===== src/rtl/dff_bist_pkg.sv =====
// -----------------------------------------------------------------------------
// dff_bist_pkg
// Shared definitions for the single-bit storage-element BIST driver:
//   - state_t    : controller state encoding (IDLE/RUN/DRAIN/DONE)
//   - LFSR_W     : LFSR width
//   - LFSR_TAPS  : feedback taps for x^8+x^6+x^5+x^4+1 (bits 7,5,4,3)
//   - lfsr_next  : one Fibonacci advance, shifting left with feedback in bit 0
// -----------------------------------------------------------------------------
package dff_bist_pkg;

    typedef enum logic [1:0] {
        ST_IDLE  = 2'd0,
        ST_RUN   = 2'd1,
        ST_DRAIN = 2'd2,
        ST_DONE  = 2'd3
    } state_t;

    localparam int unsigned LFSR_W    = 8;
    localparam logic [7:0]  LFSR_TAPS = 8'hB8;

    function automatic logic [LFSR_W-1:0] lfsr_next(input logic [LFSR_W-1:0] s);
        return {s[LFSR_W-2:0], ^(s & LFSR_TAPS)};
    endfunction

endpackage


===== src/rtl/bist_lfsr8.sv =====
// -----------------------------------------------------------------------------
// bist_lfsr8
// 8-bit Fibonacci LFSR producing the BIST D stream.
// Ports:
//   CLK     in   rising-edge clock
//   RST     in   asynchronous active-high reset, loads RST_VAL
//   LOAD    in   load SEED (takes priority over ADV)
//   ADV     in   advance the register by one step
//   SEED    in   [7:0] value loaded when LOAD=1
//   BIT_OUT out  current MSB, i.e. the bit issued before the next advance
// -----------------------------------------------------------------------------
module bist_lfsr8
    import dff_bist_pkg::*;
#(
    parameter logic [7:0] RST_VAL = 8'hA5
) (
    input  logic       CLK,
    input  logic       RST,
    input  logic       LOAD,
    input  logic       ADV,
    input  logic [7:0] SEED,
    output logic       BIT_OUT
);

    logic [LFSR_W-1:0] r_lfsr;

    always_ff @(posedge CLK or posedge RST) begin
        if (RST) begin
            r_lfsr <= RST_VAL;
        end else if (LOAD) begin
            r_lfsr <= SEED;
        end else if (ADV) begin
            r_lfsr <= lfsr_next(r_lfsr);
        end
    end

    assign BIT_OUT = r_lfsr[LFSR_W-1];

endmodule


===== src/rtl/dff_bist_driver.sv =====
// -----------------------------------------------------------------------------
// dff_bist_driver
// Built-in self-test driver/checker for a single-bit posedge storage element.
// Drives a pseudo-random D stream, samples Q after DUT_LAT edges and counts
// mismatches against a delayed copy of the issued bits.
// Ports:
//   CLK      in   rising-edge clock
//   RST      in   asynchronous active-high reset
//   START    in   begin a run (honoured only in IDLE or DONE)
//   Q_IN     in   Q of the element under test
//   D_OUT    out  registered D to the element under test
//   BUSY     out  high in RUN and DRAIN
//   DONE     out  high in DONE
//   PASS     out  valid with DONE; 1 iff ERR_CNT==0
//   ERR_CNT  out  [7:0] saturating mismatch count
//   PAT_CNT  out  [15:0] bits issued in the current run
// -----------------------------------------------------------------------------
module dff_bist_driver
    import dff_bist_pkg::*;
#(
    parameter int unsigned NUM_PATTERNS = 20,
    parameter int unsigned DUT_LAT      = 1,
    parameter logic [7:0]  LFSR_SEED    = 8'hA5
) (
    input  logic        CLK,
    input  logic        RST,
    input  logic        START,
    input  logic        Q_IN,
    output logic        D_OUT,
    output logic        BUSY,
    output logic        DONE,
    output logic        PASS,
    output logic [7:0]  ERR_CNT,
    output logic [15:0] PAT_CNT
);

    localparam int unsigned DEPTH      = DUT_LAT + 1;
    localparam logic [15:0] PAT_LAST   = 16'(NUM_PATTERNS);
    localparam logic [2:0]  DRAIN_LAST = 3'(DUT_LAT);

    state_t            r_state;
    state_t            w_next_state;
    logic              w_start;
    logic              w_issue;
    logic              w_lfsr_bit;
    logic              r_d_out;
    logic [7:0]        r_err_cnt;
    logic [15:0]       r_pat_cnt;
    logic [2:0]        r_drain_cnt;
    logic [DEPTH-1:0]  r_exp_pipe;
    logic [DEPTH-1:0]  r_vld_pipe;

    bist_lfsr8 #(
        .RST_VAL (LFSR_SEED)
    ) u_lfsr (
        .CLK     (CLK),
        .RST     (RST),
        .LOAD    (w_start),
        .ADV     (w_issue),
        .SEED    (LFSR_SEED),
        .BIT_OUT (w_lfsr_bit)
    );

    always_ff @(posedge CLK or posedge RST) begin
        if (RST) begin
            r_state <= ST_IDLE;
        end else begin
            r_state <= w_next_state;
        end
    end

    // RUN exits on the edge after the last bit is issued (PAT_CNT already
    // equal to NUM_PATTERNS); that edge issues nothing and feeds valid=0.
    always_comb begin
        w_next_state = r_state;
        w_start      = 1'b0;
        w_issue      = 1'b0;
        case (r_state)
            ST_IDLE, ST_DONE: begin
                if (START) begin
                    w_start      = 1'b1;
                    w_next_state = ST_RUN;
                end
            end
            ST_RUN: begin
                if (r_pat_cnt == PAT_LAST) begin
                    w_next_state = ST_DRAIN;
                end else begin
                    w_issue = 1'b1;
                end
            end
            ST_DRAIN: begin
                if (r_drain_cnt == DRAIN_LAST) begin
                    w_next_state = ST_DONE;
                end
            end
            default: w_next_state = ST_IDLE;
        endcase
    end

    always_ff @(posedge CLK or posedge RST) begin
        if (RST) begin
            r_d_out     <= 1'b0;
            r_err_cnt   <= '0;
            r_pat_cnt   <= '0;
            r_drain_cnt <= '0;
            r_exp_pipe  <= '0;
            r_vld_pipe  <= '0;
        end else begin
            r_exp_pipe <= {r_exp_pipe[DEPTH-2:0], w_lfsr_bit};
            r_vld_pipe <= {r_vld_pipe[DEPTH-2:0], w_issue};

            if (w_issue) begin
                r_d_out <= w_lfsr_bit;
            end

            if (w_start) begin
                r_pat_cnt <= '0;
            end else if (w_issue) begin
                r_pat_cnt <= r_pat_cnt + 16'd1;
            end

            r_drain_cnt <= (r_state == ST_DRAIN) ? r_drain_cnt + 3'd1 : '0;

            // Case-inequality so an X/Z on Q_IN is scored as a mismatch.
            if (w_start) begin
                r_err_cnt <= '0;
            end else if (r_vld_pipe[DEPTH-1] && (Q_IN !== r_exp_pipe[DEPTH-1])
                         && (r_err_cnt != '1)) begin
                r_err_cnt <= r_err_cnt + 8'd1;
            end
        end
    end

    assign D_OUT   = r_d_out;
    assign BUSY    = (r_state == ST_RUN) || (r_state == ST_DRAIN);
    assign DONE    = (r_state == ST_DONE);
    assign PASS    = (r_state == ST_DONE) && (r_err_cnt == '0);
    assign ERR_CNT = r_err_cnt;
    assign PAT_CNT = r_pat_cnt;

endmodule


===== config.mk =====
export PLATFORM = sky130hd
export DESIGN_NAME = dff_bist_driver
export DESIGN_NICKNAME = d
export VERILOG_FILES = /design/src/rtl/dff_bist_pkg.sv /design/src/rtl/bist_lfsr8.sv /design/src/rtl/dff_bist_driver.sv
export SDC_FILE = /design/constraint.sdc
export NUM_CORES = 1
export LEC_CHECK = 0
export ABC_AREA = 0
export CAP_MARGIN = 20
export CORE_ASPECT_RATIO = 0.8
export CORE_UTILIZATION = 45
export DETAILED_ROUTE_END_ITERATION = 7
export PLACE_DENSITY_LB_ADDON = 0.2
export SLEW_MARGIN = 20
export SYNTH_ARGS = -nofsm -noshare
export SYNTH_HDL_FRONTEND = slang
export SYNTH_HIERARCHICAL = 1
export SYNTH_SLANG_ARGS = --single-unit

===== constraint.sdc =====
create_clock -name CLK -period 2.85 [get_ports CLK]
set_clock_uncertainty 0.05 [all_clocks]
set_input_delay 0.4275 -clock CLK [delete_from_list [all_inputs] [get_ports CLK]]
set_output_delay 0.4275 -clock CLK [all_outputs]
set_load 0.01 [all_outputs]

==> results of run 1 <==
==> final cells by class <==
class | instances | area share [%]
Clock buffer | 7 | 3.21
Timing Repair Buffer | 34 | 12.4
Sequential cell | 42 | 39.2
Tap cell | 60 | 2.79
Clock inverter | 1 | 0.186
Inverter | 17 | 2.37
Multi-Input combinational cell | 165 | 39.8
==> where the power goes <==
part / switching (W) / internal, W
Combinational: 0.000470 / 0.000393
Clock: 0.000196 / 0.000195
Sequential: 0.000127 / 0.000760
Total: 0.000793 / 0.00135
==> routing by layer <==
metal / vias up / GRT usage, % / share of wire, %
met3: 2 / 4.79 / 2.8
li1: 872 / - / -
met2: 27 / 29.5 / 46
met4: 0 / 6.70 / 0.57
met5: - / 0 / 0
met1: 848 / 26.9 / 50
==> sequential cells by signal, summed over array words and instances (netlist names) <==
register,flops
PAT_CNT,16
ERR_CNT,8
u_lfsr/r_lfsr,8
r_drain_cnt,3
r_exp_pipe,2
r_state,2
r_vld_pipe,2
D_OUT,1
==> how the worst max path moves through the flow <==
stage | end | start | slack (ns)
2_1_floorplan | PAT_CNT[10] | PAT_CNT[0] | 0.96
3_3_place_gp | ERR_CNT[5] | Q_IN | 0.74
3_5_place_dp | u_lfsr/r_lfsr[0] | PAT_CNT[0] | 0.71
4_1_cts | PASS | r_state[0] | 0.45
5_1_grt | PASS | r_state[0] | 0.31
6_report | PASS | r_state[0] | 0.46
==> cells by family (layout without fill, tap and decap cells) <==
| group | count (synthesis) | after routing | share of synthesized area (%) |
|---|---|---|---|
| AO/OA/AOI/OAI | 41 | 41 | 11.8 |
| XOR/XNOR | 15 | 15 | 5.96 |
| adder cells (fa/ha/maj) | 10 | 10 | 5.68 |
| buffers and inverters | 23 | 59 | 4.48 |
| flip-flops | 42 | 42 | 47.9 |
| multiplexers | 8 | 8 | 3.63 |
| other | 2 | 8 | 0.341 |
| AND/OR/NAND/NOR | 83 | 83 | 20.2 |
==> cell usage in the layout, fill, tap and decap left out, drive strengths merged, types with 7 or more instances in the layout <==
cell           instances
nand3                  9
ha                    10
inv                   17
o21ai                 12
conb                   8
a21oi                 12
dfrtp                 38
clkdlybuf4s50         31
mux2i                  8
clkbuf                 7
nand2                 24
xnor2                 10
nor2                  14
o31ai                  7
==> per-stage QoR <==
step,std cells,cell area (um2)
6_report,326,2690
2_1_floorplan,230,2230
5_1_grt,326,2690
3_5_place_dp,318,2600
3_3_place_gp,318,2600
4_1_cts,326,2690
==> worst max-delay path: cells and delay by family (launching register included) <==
kind | cells | cell delay (ns)
buffers and inverters | 1 | 0.53
adder cells (fa/ha/maj) | 1 | 0.22
AND/OR/NAND/NOR | 2 | 0.44
flip-flops | 1 | 0.43
==> metrics.txt, run 1 <==
number of diodes=0; Syn. warnings=6; global-route wire length before repair=7.70 mm; Post-synth ARST share=100%; Fillers=431; Pwr per Cell Area=796 nW/um2; Worst-path clk slew=0.08 ns; status=complete, no violations; CP max FO=5; Post-CTS Setup Bufs=0; Top Ports=32; reg-to-reg slack, setup=0.67 ns; # resized after CTS=0; Critical Path Sink Type=output port; slowest stage delay, CP=0.53 ns; DR vias/cell=5.37; CTS root buffer=clkbuf_8; Critical Path RT=2.37 ns; leak pwr=1.15 nW; RSZ-0062 raised after global routing=false; setup TNS=0 ns; WHS=0.303 ns; r2r endpoint=u_lfsr/r_lfsr[0]; Final Hold Viols=0; IO Port Bufs=31; die width=80.3 um; die footprint=5180 um2; fin crit share=83.8%; Nets=279; dpl ws=0.708 ns; CP startpoint kind=flip-flop; largest net degree at the start of global routing=35; max-slew violations=0; Worst R2R Start=PAT_CNT[0]; insertion delay to the later sink of the worst-skew pair=0.29 ns; critical path type=reg -> out; Remaining Overflow, GRT=0; final setup vio count=0; DRT Pass-1 Iters=4; top post-synthesis cells by area=dfrtp_1 43%, ha_1 5.7%, dfstp_2 4.8%; initial antenna violation count=0; DP HPWL=3.06 mm; critical path, cell by cell=ha_1 > nor4b_1 > and4b_1 > clkdlybuf4s50_1; most frequent cells after synthesis=38 x dfrtp_1, 24 x nand2_1, 16 x inv_1, 14 x nor2_1, 12 x a21oi_1; Final GP Congestion=0.802; Die Span Y=64.6 um; fin crit period=2.39 ns; Synth cell types=45; Post-synth EDFFs=0; clock buffer depth=2; GRT Total Usage=19.4%; DRT iter0 DRCs=107; Min-Delay Endpoint=r_vld_pipe[1]; Seq/Total Area, Yosys=47.9%; synthesized flop and latch total=42; Slowest-stage cell, CP=clkdlybuf4s50_1; HP Start=r_vld_pipe[0]; Power Total=0.00214 W; Hold Path Class=reg -> reg; share of cells above drive strength 1=8.27%; Post-Route WL=4.36 mm; drc violations=0; Starting Density=47.4%; area of the multi-input gates=1070 um2; most used standard cell by instance count after synthesis=dfrtp_1; Syn-to-layout area delta=22.1%; Register-to-Register Path Depth=8; worst path arrival time=1.91 ns; maximum clock rate=419 MHz; Syn Area/Cell=9.84 um2; clock sinks=42; Storage cell area=1060 um2; area leader, netlist=dfrtp_1; CTS tree=done; worst vdd ir=0.000494 V; via count of the first global-routing pass=1684; final setup margin=0.462 ns; max-cap violations=0; hold buffers post-CTS=0; Core ar.=4650 um2; post-synth top area share=43.1%; # rows=22; ys flop type=dfrtp_1; Hold Path Depth=0; DR WL/cell=13.4 um; H-tree Lvls=2; via count=1749; antenna violation net count after detailed routing=0; final core utilization=57.9%; post-synthesis cell area=2200 um2; Syn Inst Count=224; cts bufs inserted=5
(Power assumes the default switching activity.)
==> run 2: changes to the inputs <==
==> constraint.sdc (replaced) <==
create_clock -name CLK -period 2.3 [get_ports CLK]
set_clock_uncertainty 0.05 [all_clocks]
set_input_delay 0.345 -clock CLK [delete_from_list [all_inputs] [get_ports CLK]]
set_output_delay 0.345 -clock CLK [all_outputs]
set_load 0.01 [all_outputs]
==> run 2 against run 1 <==
  * Routed wire length grew 2.9%
  * Cell count is 1.5% higher
  * Clock-buffer cell count did not move
  * Sequential share of layout area decreased by 0.63 points
  * Die area unchanged
  * Utilization is 0.94 points higher
  * Clock power rose by 25%
  * Non-clock buffer count rose by 5
  * Critical path depth is the same
  * Sequential power is 22% higher
  * Critical path type unchanged
  * Largest power group is now combinational logic
==> metrics.txt, run 2 (synthesized netlist as in run 1, its figures left out) <==
worst path arrival time=1.78 ns (was 1.91 ns); commonest non-fill, non-tap cells in the layout=38 x dfrtp_1, 31 x clkdlybuf4s50_1, 24 x nand2_1 (unchanged); status=complete, no violations (unchanged); Worst-path clk slew=0.08 ns (about the same); cts bufs inserted=5 (unchanged); Hold Path Class=in -> async (was reg -> reg); clock sinks=42 (unchanged); Final GP Congestion=0.786 (was 0.802); critical path, cell by cell=ha_1 > nor4b_2 > and4b_1 > clkdlybuf4s50_1 (was ha_1 > nor4b_1 > and4b_1 > clkdlybuf4s50_1); r2r endpoint=u_lfsr/r_lfsr[6] (was u_lfsr/r_lfsr[0]); Fillers=416 (was 431); share of cells above drive strength 1=10.3% (was 8.27%); worst vdd ir=0.000601 V (was 0.000494 V); max-cap violations=0 (unchanged); number of diodes=0 (unchanged); Core ar.=4650 um2 (unchanged); CP max FO=2 (was 5); Syn-to-layout area delta=24.1% (was 22.1%); initial antenna violation count=0 (unchanged); CTS root buffer=clkbuf_8 (unchanged); DR WL/cell=13.6 um (was 13.4 um); CTS tree=done (unchanged); slowest stage delay, CP=0.53 ns (about the same); H-tree Lvls=2 (unchanged); GRT Total Usage=20.6% (was 19.4%); Register-to-Register Path Depth=7 (was 8); max-slew violations=0 (unchanged); Storage cell area=1060 um2 (unchanged); Placement Cell Area=2630 um2 (was 2600 um2); die footprint=5180 um2 (unchanged); fin crit period=2.18 ns; critical path type=reg -> out (unchanged); clock buffer depth=2 (unchanged); Die Span Y=64.6 um (unchanged); hold buffers post-CTS=0 (unchanged); Nets=284 (was 279); DRT Pass-1 Iters=4 (unchanged); Final Hold Viols=0 (unchanged); final setup vio count=0 (unchanged); antenna violation net count after detailed routing=0 (unchanged); global-route wire length before repair=8.01 mm (was 7.70 mm); Pwr per Cell Area=1000 nW/um2 (was 796 nW/um2); CP startpoint kind=flip-flop (unchanged); IO Port Bufs=31 (unchanged); drc violations=0 (unchanged); max FFs per register=16 (unchanged); Top Ports=32 (unchanged); via count=1754 (was 1749); cell family with most CP delay=buffers and inverters (unchanged); area of the multi-input gates=1080 um2 (was 1070 um2); placed cells=322 (was 318); reg-to-reg slack, setup=0.32 ns (was 0.67 ns); via count of the first global-routing pass=1655 (was 1684); cell area after layout=2740 um2 (was 2690 um2); largest net degree at the start of global routing=35 (unchanged); Critical Path Sink Type=output port (unchanged); leak pwr=1.17 nW (was 1.15 nW); CP Buf/Inv Count=1 (unchanged); most common cell after layout, fill and taps aside=dfrtp_1 (unchanged); insertion delay to the later sink of the worst-skew pair=0.30 ns (was 0.29 ns); die width=80.3 um (unchanged); Worst R2R Start=r_state[1] (was PAT_CNT[0]); Remaining Overflow, GRT=0 (unchanged); DP HPWL=3.13 mm (was 3.06 mm); fin crit share=94.8%; Crit. Startpoint=r_state[0] (unchanged); DR vias/cell=5.30 (was 5.37); Critical Path RT=1.90 ns (was 2.37 ns); Post-Route WL=4.49 mm (was 4.36 mm); final non-filler cell total=331 (was 326); # rows=22 (unchanged); maximum clock rate=459 MHz; Slowest-stage cell, CP=clkdlybuf4s50_1 (unchanged); Starting Density=47.4% (unchanged); DRT iter0 DRCs=107 (unchanged)
run 2: cell count changes in the layout (fill, tap and decap cells not counted):
| cell | change |
|---|---|
| nor4b_2 | +1 |
| buf_4 | +5 |
| nor4b_1 | -1 |
run 2: cell type report:
cell class,instances,share of cell area (%)
Inverter,17,2.33
Clock inverter,1,0.183
Timing Repair Buffer,39,13.5
Multi-Input combinational cell,165,39.4
Tap cell,60,2.74
Clock buffer,7,3.16
Sequential cell,42,38.6
run 2: repair_timing:
item / in CTS / in global routing
setup buffers: 1 / 0
cloned: 0 / 0
setup endpoints to repair: 1 / 1
resized for setup: 0 / 1
pin swaps: 0 / 0
run 2: per-layer routing:
metal  GRT usage (%)  up-vias  share of wire (%)
met1            29.7      839                 52
met5               0        -                  0
met4            8.26        0                1.9
met2            29.9       27                 43
met3            4.65        9                3.0
li1                -      879                  -
run 2: power breakdown:
group / internal [W] / switching, W
Clock: 0.000242 / 0.000248
Combinational: 0.000542 / 0.000623
Sequential: 0.000942 / 0.000138
run 2: through the flow:
step	hold slack (ns)	setup WS [ns]	total power, W	TNS (ns)	utilization [%]
2_1_floorplan	0.108	0.408	0.00185	0	-
3_3_place_gp	0.282	0.274	0.00222	0	56.5
3_5_place_dp	0.286	0.223	0.00225	0	56.5
4_1_cts	0.282	0.0502	0.00276	0	58.7
5_1_grt	0.300	-0.00805	0.00296	-0.00805	58.8
6_report	0.285	0.120	0.00274	0	58.8
run 2: worst max-delay path by stage:
stage                        to  cells after the start
finish                     PASS                      4
global route               PASS                      4
CTS                        PASS                      4
detailed placement   ERR_CNT[7]                      5
global placement     ERR_CNT[5]                      5
floorplan           PAT_CNT[10]                      7
==> run 3: changes to the inputs <==
--- a/config.mk
+++ b/config.mk
@@ -10,7 +10,8 @@
 export CORE_ASPECT_RATIO = 0.8
 export CORE_UTILIZATION = 45
 export DETAILED_ROUTE_END_ITERATION = 7
-export PLACE_DENSITY_LB_ADDON = 0.2
+export GPL_TIMING_DRIVEN = 0
+export PLACE_DENSITY_LB_ADDON = 0.15
 export SLEW_MARGIN = 20
 export SYNTH_ARGS = -nofsm -noshare
 export SYNTH_HDL_FRONTEND = slang
==> run 3 against run 2 <==
  * Sequential share of layout area increased by 0.12 points
  * Largest cell class unchanged
  * Cell count fell by 0.30%
  * Sequential power about the same
  * Critical endpoint is now BUSY
  * Clock-buffer cell count unchanged
  * Hold slack worse by 0.00096 ns
  * Non-clock buffer count fell by 1
  * Global-route usage is 1.7 points lower
  * Setup slack better by 0.023 ns
  * Utilization down 0.19 points
  * Die area unchanged
  * Total power shrank 0.98%
==> metrics.txt, run 3 (synthesized netlist as in run 1, its figures left out) <==
Final GP Congestion=0.764 (was 0.786); Starting Density=47.4% (unchanged); placed cells=321 (was 322); fin crit share=93.8% (was 94.8%); die width=80.3 um (unchanged); Final Hold Viols=0 (unchanged); DRT Pass-1 Iters=4 (unchanged); DR vias/cell=5.33 (was 5.30); CP max FO=4 (was 2); Worst R2R Start=PAT_CNT[0] (was r_state[1]); Critical Path RT=1.90 ns (about the same); fin crit period=2.16 ns (was 2.18 ns); share of cells above drive strength 1=10.4% (was 10.3%); leak pwr=1.17 nW (about the same); maximum clock rate=464 MHz (was 459 MHz); Worst-path clk slew=0.08 ns (about the same); Slowest-stage cell, CP=clkdlybuf4s50_1 (unchanged); dpl ws=-0.108 ns (was 0.223 ns); DR WL/cell=13.3 um (was 13.6 um); CTS root buffer=clkbuf_8 (unchanged); Die Span Y=64.6 um (unchanged); insertion delay to the later sink of the worst-skew pair=0.29 ns (was 0.30 ns); GRT Total Usage=18.9% (was 20.6%); slowest stage delay, CP=0.53 ns (about the same); worst path arrival time=1.76 ns (was 1.78 ns); RSZ-0062 raised after global routing=false; reg-to-reg slack, setup=0.18 ns (was 0.32 ns); Hold Path Class=in -> async (unchanged); drc violations=0 (unchanged); via count=1759 (was 1754); initial antenna violation count=0 (unchanged); Nets=283 (was 284); worst relative slew slack=52.1%; Pwr per Cell Area=994 nW/um2 (was 1000 nW/um2); die footprint=5180 um2 (unchanged); Post-Route WL=4.38 mm (was 4.49 mm); cts bufs inserted=5 (unchanged); Power Total=0.00271 W (was 0.00274 W); clock sinks=42 (unchanged); clock buffer depth=2 (unchanged); DRT iter0 DRCs=108 (was 107); max-slew violations=0 (unchanged); CP most frequent cell=inv_1; final non-filler cell total=330 (was 331); via count of the first global-routing pass=1578 (was 1655); critical path, cell by cell=buf_4 > inv_1 > ha_1 > inv_1 > clkdlybuf4s50_1 (was ha_1 > nor4b_2 > and4b_1 > clkdlybuf4s50_1); most common cell after layout, fill and taps aside=dfrtp_1 (unchanged); antenna violation net count after detailed routing=0 (unchanged); global-route wire length before repair=7.32 mm (was 8.01 mm); hold buffers post-CTS=0 (unchanged); largest net degree at the start of global routing=35 (unchanged); status=complete, no violations (unchanged); number of diodes=0 (unchanged); final setup vio count=0 (unchanged); Syn-to-layout area delta=23.7% (was 24.1%); H-tree Lvls=2 (unchanged); critical path type=reg -> out (unchanged); Critical Path Sink Type=output port (unchanged); worst vdd ir=0.000630 V (was 0.000601 V); Top Ports=32 (unchanged); CP startpoint kind=flip-flop (unchanged); max FFs per register=16 (unchanged); Remaining Overflow, GRT=0 (unchanged); r2r endpoint=u_lfsr/r_lfsr[0] (was u_lfsr/r_lfsr[6]); Register-to-Register Path Depth=10 (was 7); # rows=22 (unchanged); max-cap violations=0 (unchanged); actual slew at the worst max-slew pin=0.717 ns; DP HPWL=3.04 mm (was 3.13 mm); CTS tree=done (unchanged); IO Port Bufs=31 (unchanged); final setup margin=0.144 ns (was 0.120 ns); Core ar.=4650 um2 (unchanged); commonest non-fill, non-tap cells in the layout=38 x dfrtp_1, 30 x clkdlybuf4s50_1, 24 x nand2_1 (was 38 x dfrtp_1, 31 x clkdlybuf4s50_1, 24 x nand2_1)
[run 3: cell count changes in the layout (fill, tap and decap cells not counted), sizes merged]
cell / previous run / this run
clkbuf: 7 / 9
dlymetal6s2s: 0 / 1
clkdlybuf4s50: 31 / 30
buf: 8 / 5
[run 3: timing repair]
action,4_1_cts,5_1_grt
resized for setup,1,4
setup buffers,1,0
setup endpoints to repair,5,6
cloned,0,0
[run 3: how the worst max path moves through the flow]
stage                          start                to  slack (ns)
after floorplan           PAT_CNT[0]       PAT_CNT[10]        0.41
after global placement         START  u_lfsr/r_lfsr[1]       -0.05
after detailed placement       START  u_lfsr/r_lfsr[1]       -0.11
after CTS                 r_state[1]              PASS        0.03
after global routing      r_state[0]  u_lfsr/r_lfsr[1]        0.02
final                     r_state[0]              BUSY        0.14
[run 3: through the flow]
step | TNS (ns) | hold slack, ns | util, % | area, um2
detailed placement | -0.362 | 0.287 | 56.2 | 2610
global route | 0 | 0.314 | 58.6 | 2730
global placement | -0.132 | 0.283 | 56.2 | 2610
floorplan | 0 | 0.108 | - | 2230
finish | 0 | 0.284 | 58.6 | 2730
CTS | 0 | 0.285 | 58.3 | 2710
[run 3: layout make-up]
cell class | count | area (um2)
flip-flops and latches | 42 | 1060
inverters | 17 | 63.8
fillers | 420 | 1930
multi-input cells | 165 | 1080
clock buffers | 7 | 86.3
repair buffers | 32 | 320
clock inverters | 1 | 5.00
well taps | 60 | 75.1
plain buffers | 6 | 36.3
[run 3: report_power, final]
group	switching (W)	internal, W	total, W
registers	0.000147	0.000942	0.00109
clock network	0.000243	0.000242	0.000485
logic	0.000611	0.000523	0.00113
total	0.00100	0.00171	0.00271
[run 3: routing by layer]
metal	global-route usage, %	vias to the layer above	routed length, um
li1	-	876	-
met1	26.1	839	2240
met2	28.6	38	1910
met3	4.23	6	158
met4	8.04	0	76
met5	0	-	0
[run 3: critical path, delay by kind of cell (launching register included)]
kind | cells | cell delay (ns)
buf+inv | 4 | 0.79
flops | 1 | 0.37
fa+ha+maj | 1 | 0.31
